<file path="src/rtl/uart_tx.sv">
// UART transmitter: accepts a byte over valid/ready and sends it as
// start + 8 data bits (LSB first) + optional parity + 1 or 2 stop bits.
module uart_tx #(
    parameter int CLOCKS_PER_BIT = 1302,
    parameter int PARITY         = 0,
    parameter int STOP_BITS      = 1
) (
    input  logic       i_clk,
    input  logic       i_rst,
    input  logic       i_tx_valid,
    input  logic [7:0] i_tx_byte,
    output logic       o_tx_ready,
    output logic       o_tx_bit,
    output logic       o_tx_active,
    output logic       o_tx_done
);

    localparam int CNT_W = (CLOCKS_PER_BIT > 1) ? $clog2(CLOCKS_PER_BIT) : 1;
    localparam logic [CNT_W-1:0] CNT_MAX  = CNT_W'(CLOCKS_PER_BIT - 1);
    localparam logic [2:0]       STOP_MAX = 3'(STOP_BITS - 1);

    generate
        if (CLOCKS_PER_BIT < 2) begin : g_bad_cpb
            $error("uart_tx: CLOCKS_PER_BIT must be >= 2");
        end
        if (PARITY < 0 || PARITY > 2) begin : g_bad_parity
            $error("uart_tx: PARITY must be 0, 1 or 2");
        end
        if (STOP_BITS < 1 || STOP_BITS > 2) begin : g_bad_stop
            $error("uart_tx: STOP_BITS must be 1 or 2");
        end
    endgenerate

    typedef enum logic [2:0] {
        S_IDLE,
        S_START,
        S_DATA,
        S_PARITY,
        S_STOP
    } state_t;

    state_t           state_reg;
    logic [CNT_W-1:0] cnt_reg;
    logic [2:0]       idx_reg;
    logic [7:0]       shift_reg;
    logic             parity_reg;

    wire bit_end = (cnt_reg == CNT_MAX);

    always_ff @(posedge i_clk or posedge i_rst) begin
        if (i_rst) begin
            state_reg   <= S_IDLE;
            cnt_reg     <= '0;
            idx_reg     <= '0;
            shift_reg   <= '0;
            parity_reg  <= 1'b0;
            o_tx_bit    <= 1'b1;
            o_tx_ready  <= 1'b1;
            o_tx_active <= 1'b0;
            o_tx_done   <= 1'b0;
        end else begin
            o_tx_done <= 1'b0;
            case (state_reg)
                S_IDLE: begin
                    if (i_tx_valid) begin
                        shift_reg   <= i_tx_byte;
                        // odd parity inverts the XOR so data+parity holds an odd count of 1s
                        parity_reg  <= (PARITY == 1) ? ~(^i_tx_byte) : ^i_tx_byte;
                        cnt_reg     <= '0;
                        state_reg   <= S_START;
                        o_tx_bit    <= 1'b0;
                        o_tx_ready  <= 1'b0;
                        o_tx_active <= 1'b1;
                    end
                end
                S_START: begin
                    if (bit_end) begin
                        cnt_reg   <= '0;
                        idx_reg   <= '0;
                        state_reg <= S_DATA;
                        o_tx_bit  <= shift_reg[0];
                    end else begin
                        cnt_reg <= cnt_reg + 1'b1;
                    end
                end
                S_DATA: begin
                    if (bit_end) begin
                        cnt_reg <= '0;
                        if (idx_reg == 3'd7) begin
                            idx_reg <= '0;
                            if (PARITY != 0) begin
                                state_reg <= S_PARITY;
                                o_tx_bit  <= parity_reg;
                            end else begin
                                state_reg <= S_STOP;
                                o_tx_bit  <= 1'b1;
                            end
                        end else begin
                            // shift keeps the next data bit at position 1
                            idx_reg   <= idx_reg + 1'b1;
                            shift_reg <= {1'b0, shift_reg[7:1]};
                            o_tx_bit  <= shift_reg[1];
                        end
                    end else begin
                        cnt_reg <= cnt_reg + 1'b1;
                    end
                end
                S_PARITY: begin
                    if (bit_end) begin
                        cnt_reg   <= '0;
                        idx_reg   <= '0;
                        state_reg <= S_STOP;
                        o_tx_bit  <= 1'b1;
                    end else begin
                        cnt_reg <= cnt_reg + 1'b1;
                    end
                end
                S_STOP: begin
                    if (bit_end) begin
                        cnt_reg <= '0;
                        if (idx_reg == STOP_MAX) begin
                            idx_reg     <= '0;
                            state_reg   <= S_IDLE;
                            o_tx_ready  <= 1'b1;
                            o_tx_active <= 1'b0;
                            o_tx_done   <= 1'b1;
                        end else begin
                            idx_reg <= idx_reg + 1'b1;
                        end
                    end else begin
                        cnt_reg <= cnt_reg + 1'b1;
                    end
                end
                default: begin
                    state_reg   <= S_IDLE;
                    cnt_reg     <= '0;
                    idx_reg     <= '0;
                    o_tx_bit    <= 1'b1;
                    o_tx_ready  <= 1'b1;
                    o_tx_active <= 1'b0;
                end
            endcase
        end
    end

endmodule

</file>
<file path="config.mk">
export PLATFORM = sky130hd
export DESIGN_NAME = uart_tx
export DESIGN_NICKNAME = d
export VERILOG_FILES = /design/src/rtl/uart_tx.sv
export SDC_FILE = /design/constraint.sdc
export NUM_CORES = 1
export LEC_CHECK = 0
export CAP_MARGIN = 20
export CORE_MARGIN = 4
export CORE_UTILIZATION = 59
export CTS_BUF_LIST = sky130_fd_sc_hd__clkbuf_4
export CTS_CLUSTER_DIAMETER = 50
export DETAILED_ROUTE_END_ITERATION = 10
export GPL_ROUTABILITY_DRIVEN = 0
export PLACE_DENSITY = 0.94
export RECOVER_POWER = 50
export SYNTH_ARGS = -nofsm -noshare
export SYNTH_HDL_FRONTEND = slang
export SYNTH_SLANG_ARGS = --single-unit
</file>
<file path="constraint.sdc">
create_clock -name i_clk -period 2.42 [get_ports i_clk]
set_clock_uncertainty 0.1 [all_clocks]
set_input_delay 0.484 -clock i_clk [delete_from_list [all_inputs] [get_ports i_clk]]
set_output_delay 0.484 -clock i_clk [all_outputs]
set_load 0.05 [all_outputs]
</file>
# Word level (Yosys, flattened, before mapping)
# Cells that the tools add are included.
[word_totals]
regBits = 29
output_inout_bits = 4
wordCells = 76
[classes]
n_addsub = 2
eq_ne = 15
n_mux = 37
bitwise_logic = 3
n_reduce_logical = 11
[op_table]
columns = ["cell", "n"]
rows = [
  ["$mux W3", 12],
  ["$mux W8", 3],
  ["$mux W11", 2],
  ["$pmux W11 S2", 1],
  ["$ne A2 B2 Y1 const B", 8],
  ["$pmux W8 S2", 1],
  ["$pmux W3 S5", 1],
  ["$mux W1", 13],
  ["$pmux W3 S4", 1],
  ["$reduce_and A4 Y1", 3],
  ["$add A11 B1 Y11 const B", 1],
  ["$eq A11 B11 Y1 const B", 1],
  ["$reduce_and A7 Y1", 1],
  ["$eq A3 B2 Y1 const B", 2],
  ["$eq A3 B3 Y1 const B", 2],
  ["$logic_not A3 Y1", 2],
  ["$pmux W1 S3", 2],
  ["$pmux W1 S5", 1],
  ["$reduce_and A5 Y1", 1],
  ["$reduce_or A4 Y1", 1],
  ["$add A3 B1 Y3 const B", 1],
  ["$eq A3 B1 Y1 const B", 1],
  ["$not A1 Y1", 3],
  ["$reduce_or A3 Y1", 1],
  ["3 further kinds", 3],
]

# Longest topological paths before layout
[logic_depth]
depth_word = 4
mapped_depth = 7
mapped_depth_nobuf = 6

# Least setup slack after synthesis
# Ideal clock, no wire load.
[synth_path]
path_type = "register to register"
from = "reg cnt_reg[6]"
to = "reg shift_reg[0]"
arrival_ns = 1.735
required_time_ns = 2.195
setup_slack_ns = 0.461
path_stages_with_launch = 5
n_path_buf = 0
synth_period_minus_slack_ns = 1.959
path_cell_list = "dfrtp_1 nor4b_4 nand3_2 o41ai_4 mux2_2"
[synth_between]
elab_chain_len = 3
[synth_rtl]
columns = ["item", "line", "rtl"]
rows = [
  ["start, declared", "43", "logic [CNT_W-1:0] cnt_reg;"],
  ["start signal, assigned", "83", "cnt_reg <= cnt_reg + 1'b1;"],
  ["start signal, assigned", "105", "cnt_reg <= cnt_reg + 1'b1;"],
  ["start signal, assigned", "115", "cnt_reg <= cnt_reg + 1'b1;"],
  ["$eq A11 B11 Y1", "48", "wire bit_end = (cnt_reg == CNT_MAX);"],
  ["$ne A2 B2 Y1 (no source line)", "-", ""],
  ["$reduce_and A4 Y1 (no source line)", "-", ""],
  ["end signal, assigned", "66", "shift_reg <= i_tx_byte;"],
  ["end signal, assigned", "101", "shift_reg <= {1'b0, shift_reg[7:1]};"],
  ["end, declared", "45", "logic [7:0] shift_reg;"],
]
# No other way between the ends.
# A chain may end at the register's enable or synchronous reset.

# Worst setup path in the final report
[layout_path]
from = "reg o_tx_ready"
to = "out o_tx_ready"
[layout_rtl]
columns = ["item", "line", "rtl"]
rows = [
  ["start, declared", "12", "output logic o_tx_ready,"],
  ["start signal, assigned", "58", "o_tx_ready <= 1'b1;"],
  ["start signal, assigned", "72", "o_tx_ready <= 1'b0;"],
  ["start signal, assigned", "124", "o_tx_ready <= 1'b1;"],
]
# No word-level cell between the ends.

==> flow_metrics.env <==
export IMPL_slowest_stage="clkdlybuf4s50_1"
export IMPL_post_cts_resized=0
export IMPL_drive_above_1_share_pct=18.6
export IMPL_fin_util_pct=72.4
export IMPL_wl_per_cell_um=16.2
export IMPL_grt_setup_unrepaired="no"
export IMPL_initial_core_util_pct=63.2
export IMPL_first_pass_iters=4
export IMPL_critPathLaunchType="flip-flop"
export IMPL_postCtsSetupBuffers=0
export IMPL_num_antenna_cells=0
export IMPL_cts_hold_fix_buffers=0
export IMPL_finalCriticalPeriod_ps=2270
export IMPL_final_common_cell="dfrtp_1"
export IMPL_status="complete, but fails checks"
export IMPL_power_mw=0.810
export IMPL_postPlaceCellArea_um2=1800
export IMPL_power_density_nw_per_um2=440
export IMPL_fillers=170
export IMPL_htreeDepth=2
export IMPL_grt_max_degree=30
export IMPL_worstHoldStart="shift_reg[5]"
export IMPL_fin_tns_setup_ps=0
export IMPL_die_area_um2=3620
export IMPL_hold_class="flip-flop to flip-flop"
export IMPL_setup_worst_path_start="o_tx_ready"
export IMPL_final_max_slew_violation_count=30
export IMPL_vdd_ir_drop_max_mv=0.438
export IMPL_synth_seq_area_share_pct=45.3
export IMPL_antenna_found_initial=0
export IMPL_critPathMaxStageDelay_ps=800
export IMPL_timing_rr_start="cnt_reg[6]"
export IMPL_drt_iter0_drc=65
export IMPL_final_cell_mix="dfrtp_1 (27), mux2_2 (15), clkdlybuf4s50_1 (14)"
export IMPL_yosys_warnings=0
export IMPL_setup_viol_count_final=0
export IMPL_die_y_um=60.2
export IMPL_num_rows=18
export IMPL_cp_required_ps=1840
export IMPL_leakagePower_nw=0.764
export IMPL_wl_um=3350
export IMPL_vias=1282
export IMPL_area_growth_pct=14.6
export IMPL_arrival_ps=1690
export IMPL_final_hold_viol_count=0
export IMPL_fmax_ghz=0.440
export IMPL_hold_depth=1
export IMPL_clk_path_buf_depth=2
export IMPL_worst_skew_pair_late_latency_ps=340
export IMPL_port_buffers=14
export IMPL_crit_chain="clkdlybuf4s50_1"
export IMPL_r2r_cells=4
export IMPL_track_usage_pct=22.5
export IMPL_cap_violations=1
export IMPL_cts_tree="built"
export IMPL_ant_nets=0
export IMPL_die_width_um=60.2
export IMPL_p_clk_share_pct=33.9
export IMPL_fin_area_um2=1840
export IMPL_switchingPower_mw=0.190
export IMPL_worst_slew_pin_slew_ps=1560
export IMPL_ff2ff_setup_slack_ps=260
export IMPL_largest_reg_flops=11
export IMPL_comb_power_share_pct=5.2
export IMPL_grt_overflow=0
export IMPL_synth_cell_types=38
export IMPL_cts_clk_slew_worst_paths_ps=90
export IMPL_worst_setup_path_end_kind="primary output"
export IMPL_fin_ws_ps=150
export IMPL_violations="capacitance limit, slew limit"
export IMPL_synth_nets=172
export IMPL_routed_via_density=6.19
export IMPL_worst_path_dominant_cell_family="buffers and inverters"
export IMPL_root_buffer="clkbuf_4"
export IMPL_fin_crit_sh_pct=93.8
export IMPL_path_max_fanout=3
export IMPL_path_buf_inv=1
export IMPL_ys_seq_elements=29
export IMPL_fin_nets=192
export IMPL_swShare_pct=23.5
export IMPL_cts_sinks=29
export IMPL_synthCells=156
export IMPL_min_to="shift_reg[5]"
export IMPL_syn_avg_cell_area_um2=10.3
export IMPL_r2r_end="shift_reg[6]"
export IMPL_dp_hpwl_um=2460
export IMPL_cts_buffers=5
export IMPL_drc=0
export IMPL_place_ws_ps=275
export IMPL_relSlewSlack_pct=-4.05
export IMPL_pwr_share_seq_pct=61.0
export IMPL_grt_pass1_vias=1321
export IMPL_p_int_mw=0.620
export IMPL_coreArea_um2=2540
export IMPL_synth_area_um2=1610
export IMPL_critPathKind="flip-flop to primary output"
export IMPL_grt_pass1_wl_um=5910
export IMPL_ioPinCount=15
-- layout make-up --
type	count	area [um2]	share of cell area (%)
clock buffer	5	37.5	2.04
clock inverter	3	12.5	0.679
inverter	6	22.5	1.22
multi-input combinational	115	835	45.3
sequential	29	728	39.5
tap	30	37.5	2.04
timing repair buffer	19	170	9.23
-- how the worst max path moves through the flow --
| stage | end | slack, ps | cells after the start |
|---|---|---|---|
| after global routing | state_reg[0] | 90 | 3 |
| after floorplan | shift_reg[0] | 460 | 4 |
| final | o_tx_ready | 150 | 1 |
| after detailed placement | shift_reg[6] | 280 | 4 |
| after CTS | o_tx_ready | 130 | 1 |
| after global placement | shift_reg[5] | 350 | 4 |
-- layer usage --
layer | track usage (%) | wire length (um)
met1 | 27.3 | 1410
met2 | 36.0 | 1720
met3 | 6.91 | 140
met4 | 11.4 | 78
met5 | 0 | 0
-- synthesized netlist by cell type --
| master | number | area [um2] |
|---|---|---|
| and4bb_2 | 1 | 12.5 |
| or4_1 | 1 | 7.51 |
| dfstp_2 | 2 | 52.6 |
| o21ai_0 | 9 | 45.0 |
| and3_1 | 4 | 25.0 |
| a31oi_1 | 1 | 6.26 |
| nor4b_4 | 1 | 23.8 |
| nand3_2 | 1 | 10.0 |
| a32oi_1 | 1 | 8.76 |
| o22ai_1 | 1 | 6.26 |
| nand2_1 | 10 | 37.5 |
| and4_1 | 1 | 8.76 |
| nand4_1 | 5 | 31.3 |
| inv_1 | 6 | 22.5 |
| nand3b_1 | 2 | 15.0 |
| nor3_1 | 4 | 20.0 |
| o21bai_1 | 1 | 7.51 |
| nor2b_1 | 2 | 12.5 |
| nand2b_1 | 2 | 12.5 |
| xor2_1 | 8 | 70.1 |
| dfrtp_1 | 27 | 676 |
| a2bb2oi_1 | 1 | 8.76 |
| nor2_1 | 13 | 48.8 |
| nand3_1 | 5 | 25.0 |
| o221a_2 | 1 | 11.3 |
| o2bb2ai_1 | 1 | 8.76 |
| or3_1 | 3 | 18.8 |
| a21bo_2 | 1 | 10.0 |
| ha_1 | 5 | 62.6 |
| mux2_2 | 15 | 169 |
| a21oi_1 | 8 | 40.0 |
| a21boi_0 | 1 | 7.51 |
| o41ai_4 | 1 | 27.5 |
| a211o_1 | 1 | 8.76 |
| or2_2 | 1 | 6.26 |
| a22o_1 | 1 | 8.76 |
| clkbuf_1 | 6 | 22.5 |
| and2_1 | 2 | 12.5 |
-- metrics by stage --
step / instances / hold slack (ps)
floorplan: 156 / 375
global placement: 199 / 386
detailed placement: 199 / 395
CTS: 207 / 413
global route: 207 / 434
finish: 207 / 415
-- power by group through the flow --
stage	Combinational (mW)	Sequential (mW)	Clock [mW]
floorplan	0.0185	0.502	0
detailed placement	0.0434	0.503	0
finish	0.0419	0.494	0.274
global placement	0.0409	0.502	0
global route	0.0468	0.495	0.304
CTS	0.0435	0.494	0.285
-- cell families (layout without fill, tap and decap cells) --
group	count (synthesis)	in the layout	synth area share (%)
buffers and inverters	12	33	2.80
AND/OR/NAND/NOR	58	58	20.4
adder cells (fa/ha/maj)	5	5	3.89
AO/OA/AOI/OAI	29	29	12.8
multiplexers	15	15	10.5
XOR/XNOR	8	8	4.36
flip-flops	29	29	45.3
(Power assumes the default switching activity.)
